File: src/rtl/ram_port_pkg.sv
// Shared definitions for the ram_port memory responder: FSM encoding,
// request counter width and default parameter values.
package ram_port_pkg;

  typedef enum logic [1:0] {
    IDLE = 2'b00,
    BUSY = 2'b01,
    DONE = 2'b10
  } state_t;

  localparam int CNT_W       = 4;
  localparam int D_WIDTH_DEF = 4;
  localparam int A_WIDTH_DEF = 8;
  localparam int LATENCY_DEF = 2;

  // Counter preload: BUSY lasts exactly lat cycles, counting down to zero.
  function automatic logic [CNT_W-1:0] cnt_load(input int lat);
    return CNT_W'(lat - 1);
  endfunction

endpackage

File: src/rtl/ram_port_array.sv
// Word storage for ram_port: synchronous write, registered synchronous read,
// asynchronous clear of every word and of the read register.
module ram_port_array #(
  parameter int w_width = 4,
  parameter int a_width = 8
) (
  input  logic               clk,
  input  logic               clr,
  input  logic               we,
  input  logic               re,
  input  logic [a_width-1:0] addr,
  input  logic [w_width-1:0] wdata,
  output logic [w_width-1:0] rdata
);

  localparam int DEPTH = 1 << a_width;

  logic [w_width-1:0] mem [DEPTH];

  always_ff @(posedge clk or posedge clr) begin
    if (clr) begin
      for (int i = 0; i < DEPTH; i++) mem[i] <= '0;
      rdata <= '0;
    end else begin
      if (we) mem[addr] <= wdata;
      if (re) rdata <= mem[addr];
    end
  end

endmodule

File: src/rtl/ram_port.sv
// Single-ported multi-cycle memory responder with busy/odv handshake.
// Optional read parity checking is enabled by defining RAM_PORT_PARITY_EN.
module ram_port
  import ram_port_pkg::*;
#(
  parameter int d_width = D_WIDTH_DEF,
  parameter int a_width = A_WIDTH_DEF,
  parameter int latency = LATENCY_DEF
) (
  input  logic               clk,
  input  logic               clr,
  input  logic [a_width-1:0] addr,
  input  logic [d_width-1:0] data_in,
  input  logic               rw,
  input  logic               ce,
  output logic [d_width-1:0] data_out,
  output logic               odv,
  output logic               busy
`ifdef RAM_PORT_PARITY_EN
  ,
  output logic               perr,
  input  logic               pinj
`endif
);

`ifdef RAM_PORT_PARITY_EN
  localparam int W_WIDTH = d_width + 1;
`else
  localparam int W_WIDTH = d_width;
`endif

  state_t             state, state_nxt;
  logic [CNT_W-1:0]   cnt;
  logic [a_width-1:0] addr_p0;
  logic [d_width-1:0] data_p0;
  logic               rw_p0;
  logic               accept, complete, we, re;
  logic [W_WIDTH-1:0] wdata, rdata;
`ifdef RAM_PORT_PARITY_EN
  logic               pinj_p0;
`endif

  // A new request is taken in IDLE or DONE; ce is ignored while BUSY.
  assign accept   = ce && (state != BUSY);
  assign complete = (state == BUSY) && (cnt == '0);

  always_ff @(posedge clk or posedge clr) begin
    if (clr) state <= IDLE;
    else     state <= state_nxt;
  end

  always_comb begin
    state_nxt = state;
    case (state)
      IDLE, DONE: state_nxt = ce ? BUSY : IDLE;
      BUSY:       if (cnt == '0) state_nxt = DONE;
      default:    state_nxt = IDLE;
    endcase
  end

  always_comb begin
    busy = (state == BUSY);
    odv  = (state == DONE);
    we   = complete && !rw_p0;
    re   = complete && rw_p0;
  end

  always_ff @(posedge clk or posedge clr) begin
    if (clr)                              cnt <= '0;
    else if (accept)                      cnt <= cnt_load(latency);
    else if (state == BUSY && cnt != '0)  cnt <= cnt - 1'b1;
  end

  // Stage p0: request latch; only these copies are used after acceptance.
  always_ff @(posedge clk) begin
    if (accept) begin
      addr_p0 <= addr;
      data_p0 <= data_in;
      rw_p0   <= rw;
`ifdef RAM_PORT_PARITY_EN
      pinj_p0 <= pinj;
`endif
    end
  end

`ifdef RAM_PORT_PARITY_EN
  assign wdata = {(^data_p0) ^ pinj_p0, data_p0};
  assign perr  = odv && rw_p0 && (rdata[d_width] != (^rdata[d_width-1:0]));
`else
  assign wdata = data_p0;
`endif

  assign data_out = rdata[d_width-1:0];

  ram_port_array #(
    .w_width(W_WIDTH),
    .a_width(a_width)
  ) u_array (
    .clk  (clk),
    .clr  (clr),
    .we   (we),
    .re   (re),
    .addr (addr_p0),
    .wdata(wdata),
    .rdata(rdata)
  );

endmodule

File: config.mk
export PLATFORM = sky130hd
export DESIGN_NAME = ram_port
export DESIGN_NICKNAME = d
export VERILOG_FILES = /design/src/rtl/ram_port_pkg.sv /design/src/rtl/ram_port_array.sv /design/src/rtl/ram_port.sv
export SDC_FILE = /design/constraint.sdc
export NUM_CORES = 2
export LEC_CHECK = 0
export BUFFER_PORTS_ARGS = -buffer_cell sky130_fd_sc_hd__buf_2
export CAP_MARGIN = 20
export CORE_MARGIN = 2
export CORE_UTILIZATION = 55
export DETAILED_ROUTE_END_ITERATION = 8
export PLACE_DENSITY = 0.73
export SKIP_LAST_GASP = 1
export SLEW_MARGIN = 20
export SYNTH_ARGS = -nofsm -noshare
export SYNTH_HDL_FRONTEND = slang
export SYNTH_HIERARCHICAL = 1
export SYNTH_SLANG_ARGS = --single-unit
File: constraint.sdc
create_clock -name clk -period 36.3 [get_ports clk]
set_clock_uncertainty 0.15 [all_clocks]
set_input_delay 5.445 -clock clk [delete_from_list [all_inputs] [get_ports clk]]
set_output_delay 5.445 -clock clk [all_outputs]
set_load 0.05 [all_outputs]
==> out/metrics.yaml <==
setup_path:
  path_delay_family: "buffers and inverters"
  crit_top_cell: "buf_12"
  r2r_end: "u_array/rdata[3]$_DFFE_PP0P_"
  r2r-start: "addr_p0[1]$_DFFE_PP_"
  critical_path.cell_chain: "buf_2 > inv_8 > buf_12 > buf_16 > buf_6 > buf_12"
  arrival_ns: 8.64
  max_stage_delay_ns: 0.71
  path_max_fanout: 167
  worstSetupPathType: "in2async"
  reg2reg_setup_slack_ns: 31.44
  critical_path.startpoint_type: "input port"
  path_depth: 6
  slowest_stage: "buf_12"
  r2r_cells: 10
  crit_buf_inv: 6
  cp.required_ns: 36.84
  crit_path_start: "clr"
  cp-endpoint: "u_array/mem[513]$_DFFE_PP0P_"
  worstSetupEndpointType: "async pin"
finish:
  regArea_um2: 26300
  num-fill-cells: 6320
  final_cells: 4403
  n_antenna_cell: 0
  final_layout_size_suffix_gt1_share_pct: 47.6
  mostFrequentLayoutCells: "dfrtp_1, mux2_2, mux4_2"
  postLayoutCellArea_um2: 53100
  multi_input_area_um2: 21200
  syn_to_final_growth_pct: 9.61
  final_common_cell: "dfrtp_1"
  finalNetCount: 3183
drt:
  first_pass_iters: 6
  vias: 28500
  routed_wl_mm: 121
  wl_per_cell_um: 27.5
  avgViaCountPerCell: 6.48
  drc: 0
  initialDrtViolationCount: 2764
  ant_nets: 0
timing:
  setup_tns_ns: 0
  relSlewSlack_pct: 22.5
  rsz0062_at_grt: "no"
  tightest_slew_ns: 1.16
  timing.fmax_mhz: 124
  setup_violations: 0
  fin_crit_ns: 8.09
  holdWs_ns: 0.344
  period_share_pct: 22.3
  report.final.slew_viol_count: 0
  hold_violations: 0
synthesis:
  async_flop_share_pct: 98.8
  synthCells: 3225
  syn_nets: 3242
  yosysTopAreaCell: "dfrtp_1"
  syn_area_um2: 48500
  synth-seq-area-share_pct: 54.2
  ys_seq_elements: 1047
  postSynthAreaPerCell_um2: 15.0
  yosys_warnings: 6
  synthTopCellsByArea: "dfrtp_1, mux2_2, mux4_2"
  yosysUniqueCellTypes: 57
  synth_top_flop_cell: "dfrtp_1"
  synth_edf_count: 13
  yosys.area.top_type_share_pct: 53.4
clock_network:
  cts_tree: "yes"
  clockBufferDepth: 3
  cts-root-buf: "clkbuf_16"
  cts-resized-gates: 0
  holdBufCountCts: 0
  clkTransAtPathRegs_ns: 0.06
  numCtsBuffers: 108
  post-cts-setup-buffers: 0
  clk_latency_ns: 0.69
  cts.sinks: 1047
  htree_levels: 3
grt:
  grt_max_degree: 257
  antenna_found_initial: 0
  grt_pass1_wl_mm: 189
  grt.overflow.total: 0
  first_global_vias: 30600
  grt_use_total_pct: 27.4
pwr:
  powerDensity_nw_per_um2: 52.1
  p_leak_uw: 0.0252
  max-vdd-ir-drop_v: 0.0000597
run_status:
  outcome: "finished, final reports clean"
floorplan:
  die_area_um2: 90500
  core_um2: 87000
  io_pins: 22
  die_w_um: 301
  start_util_pct: 55.7
  std_cell_rows: 108
  die_h_um: 301
placement:
  hpwl_mm: 72.8
  dpl.cell_count: 4205
  gp_congestion: 0.840
  io_buffers: 21
  postPlaceCellArea_um2: 49400
run:
  maxCapViolations: 0
hold_path:
  hp-class: "reg2reg"
  whs_path_depth: 1
[where the power goes]
part | leakage (µW) | switching (µW) | internal, µW
Clock | 0.00175 | 458 | 645
Sequential | 0.0145 | 22.1 | 1210
Combinational | 0.00896 | 298 | 134
Total | 0.0252 | 778 | 1990
[layout make-up]
| cell class | instances | share of cell area, % |
|---|---|---|
| clock buffer | 164 | 6.15 |
| clock inverter | 28 | 0.523 |
| sequential | 1047 | 49.4 |
| inverter | 12 | 0.0989 |
| timing repair buffer | 64 | 1.25 |
| tap | 1155 | 2.72 |
| multi-input combinational | 1933 | 39.8 |
[cell usage after synthesis (27+ instances only)]
library cell and instances:
nor2_1 185, mux2i_1 82, mux2_2 1027, mux4_2 262, dfrtp_1 1034, a22oi_1 30, buf_2 47, nand3_1 29
buf_4 27, nand2_1 149, clkbuf_1 139
[worst reg2reg max path, cell delays in order (launching register included)]
cell,delay [ns]
edfxtp_1,0.32
buf_4,0.66
buf_12,0.70
buf_4,0.75
mux4_2,0.60
mux2i_1,0.38
a22oi_1,0.16
nand3_1,0.12
o21ai_0,0.24
o21ai_0,0.48
o211ai_1,0.17
[layer usage]
metal,up-vias,GRT usage (%),wire [µm]
met5,-,0,0
met4,0,9.18,3910
met3,231,4.54,7650
met2,908,44.0,58800
met1,15600,38.5,50900
li1,11800,-,-
[sequential cells by signal (all words and copies together), names as in the netlist]
signal         flops
u_array/mem     1024
addr_p0            8
cnt                4
data_p0            4
u_array/rdata      4
state              2
rw_p0              1
[logic make-up after synthesis]
| family | Yosys count | synth area share (%) |
|---|---|---|
| flip-flops | 1047 | 54.2 |
| buffers and inverters | 245 | 2.39 |
| multiplexers | 1372 | 37.8 |
| adder cells (fa/ha/maj) | 1 | 0.0258 |
| AND/OR/NAND/NOR | 445 | 3.94 |
| AO/OA/AOI/OAI | 115 | 1.68 |
[stage by stage]
| step | total power [µW] | setup WS (ns) | util (%) |
|---|---|---|---|
| after CTS | 2770 | 27.92 | 60.9 |
| after detailed placement | 1670 | 27.21 | 56.8 |
| after global placement | 1660 | 27.37 | 56.8 |
| after global routing | 2860 | 27.61 | 61.0 |
| final | 2770 | 28.21 | 61.0 |
| after floorplan | 1540 | 1.78 | - |
[worst min path at each step]
stage | from | endpoint
after detailed placement | u_array/mem[589]$_DFFE_PP0P_ | u_array/mem[589]$_DFFE_PP0P_
after floorplan | state[0]$_DFFE_PP0P_ | state[0]$_DFFE_PP0P_
final | u_array/mem[650]$_DFFE_PP0P_ | u_array/mem[650]$_DFFE_PP0P_
after CTS | u_array/mem[589]$_DFFE_PP0P_ | u_array/mem[589]$_DFFE_PP0P_
after global routing | u_array/mem[650]$_DFFE_PP0P_ | u_array/mem[650]$_DFFE_PP0P_
after global placement | u_array/mem[589]$_DFFE_PP0P_ | u_array/mem[589]$_DFFE_PP0P_
(Power assumes the default switching activity.)
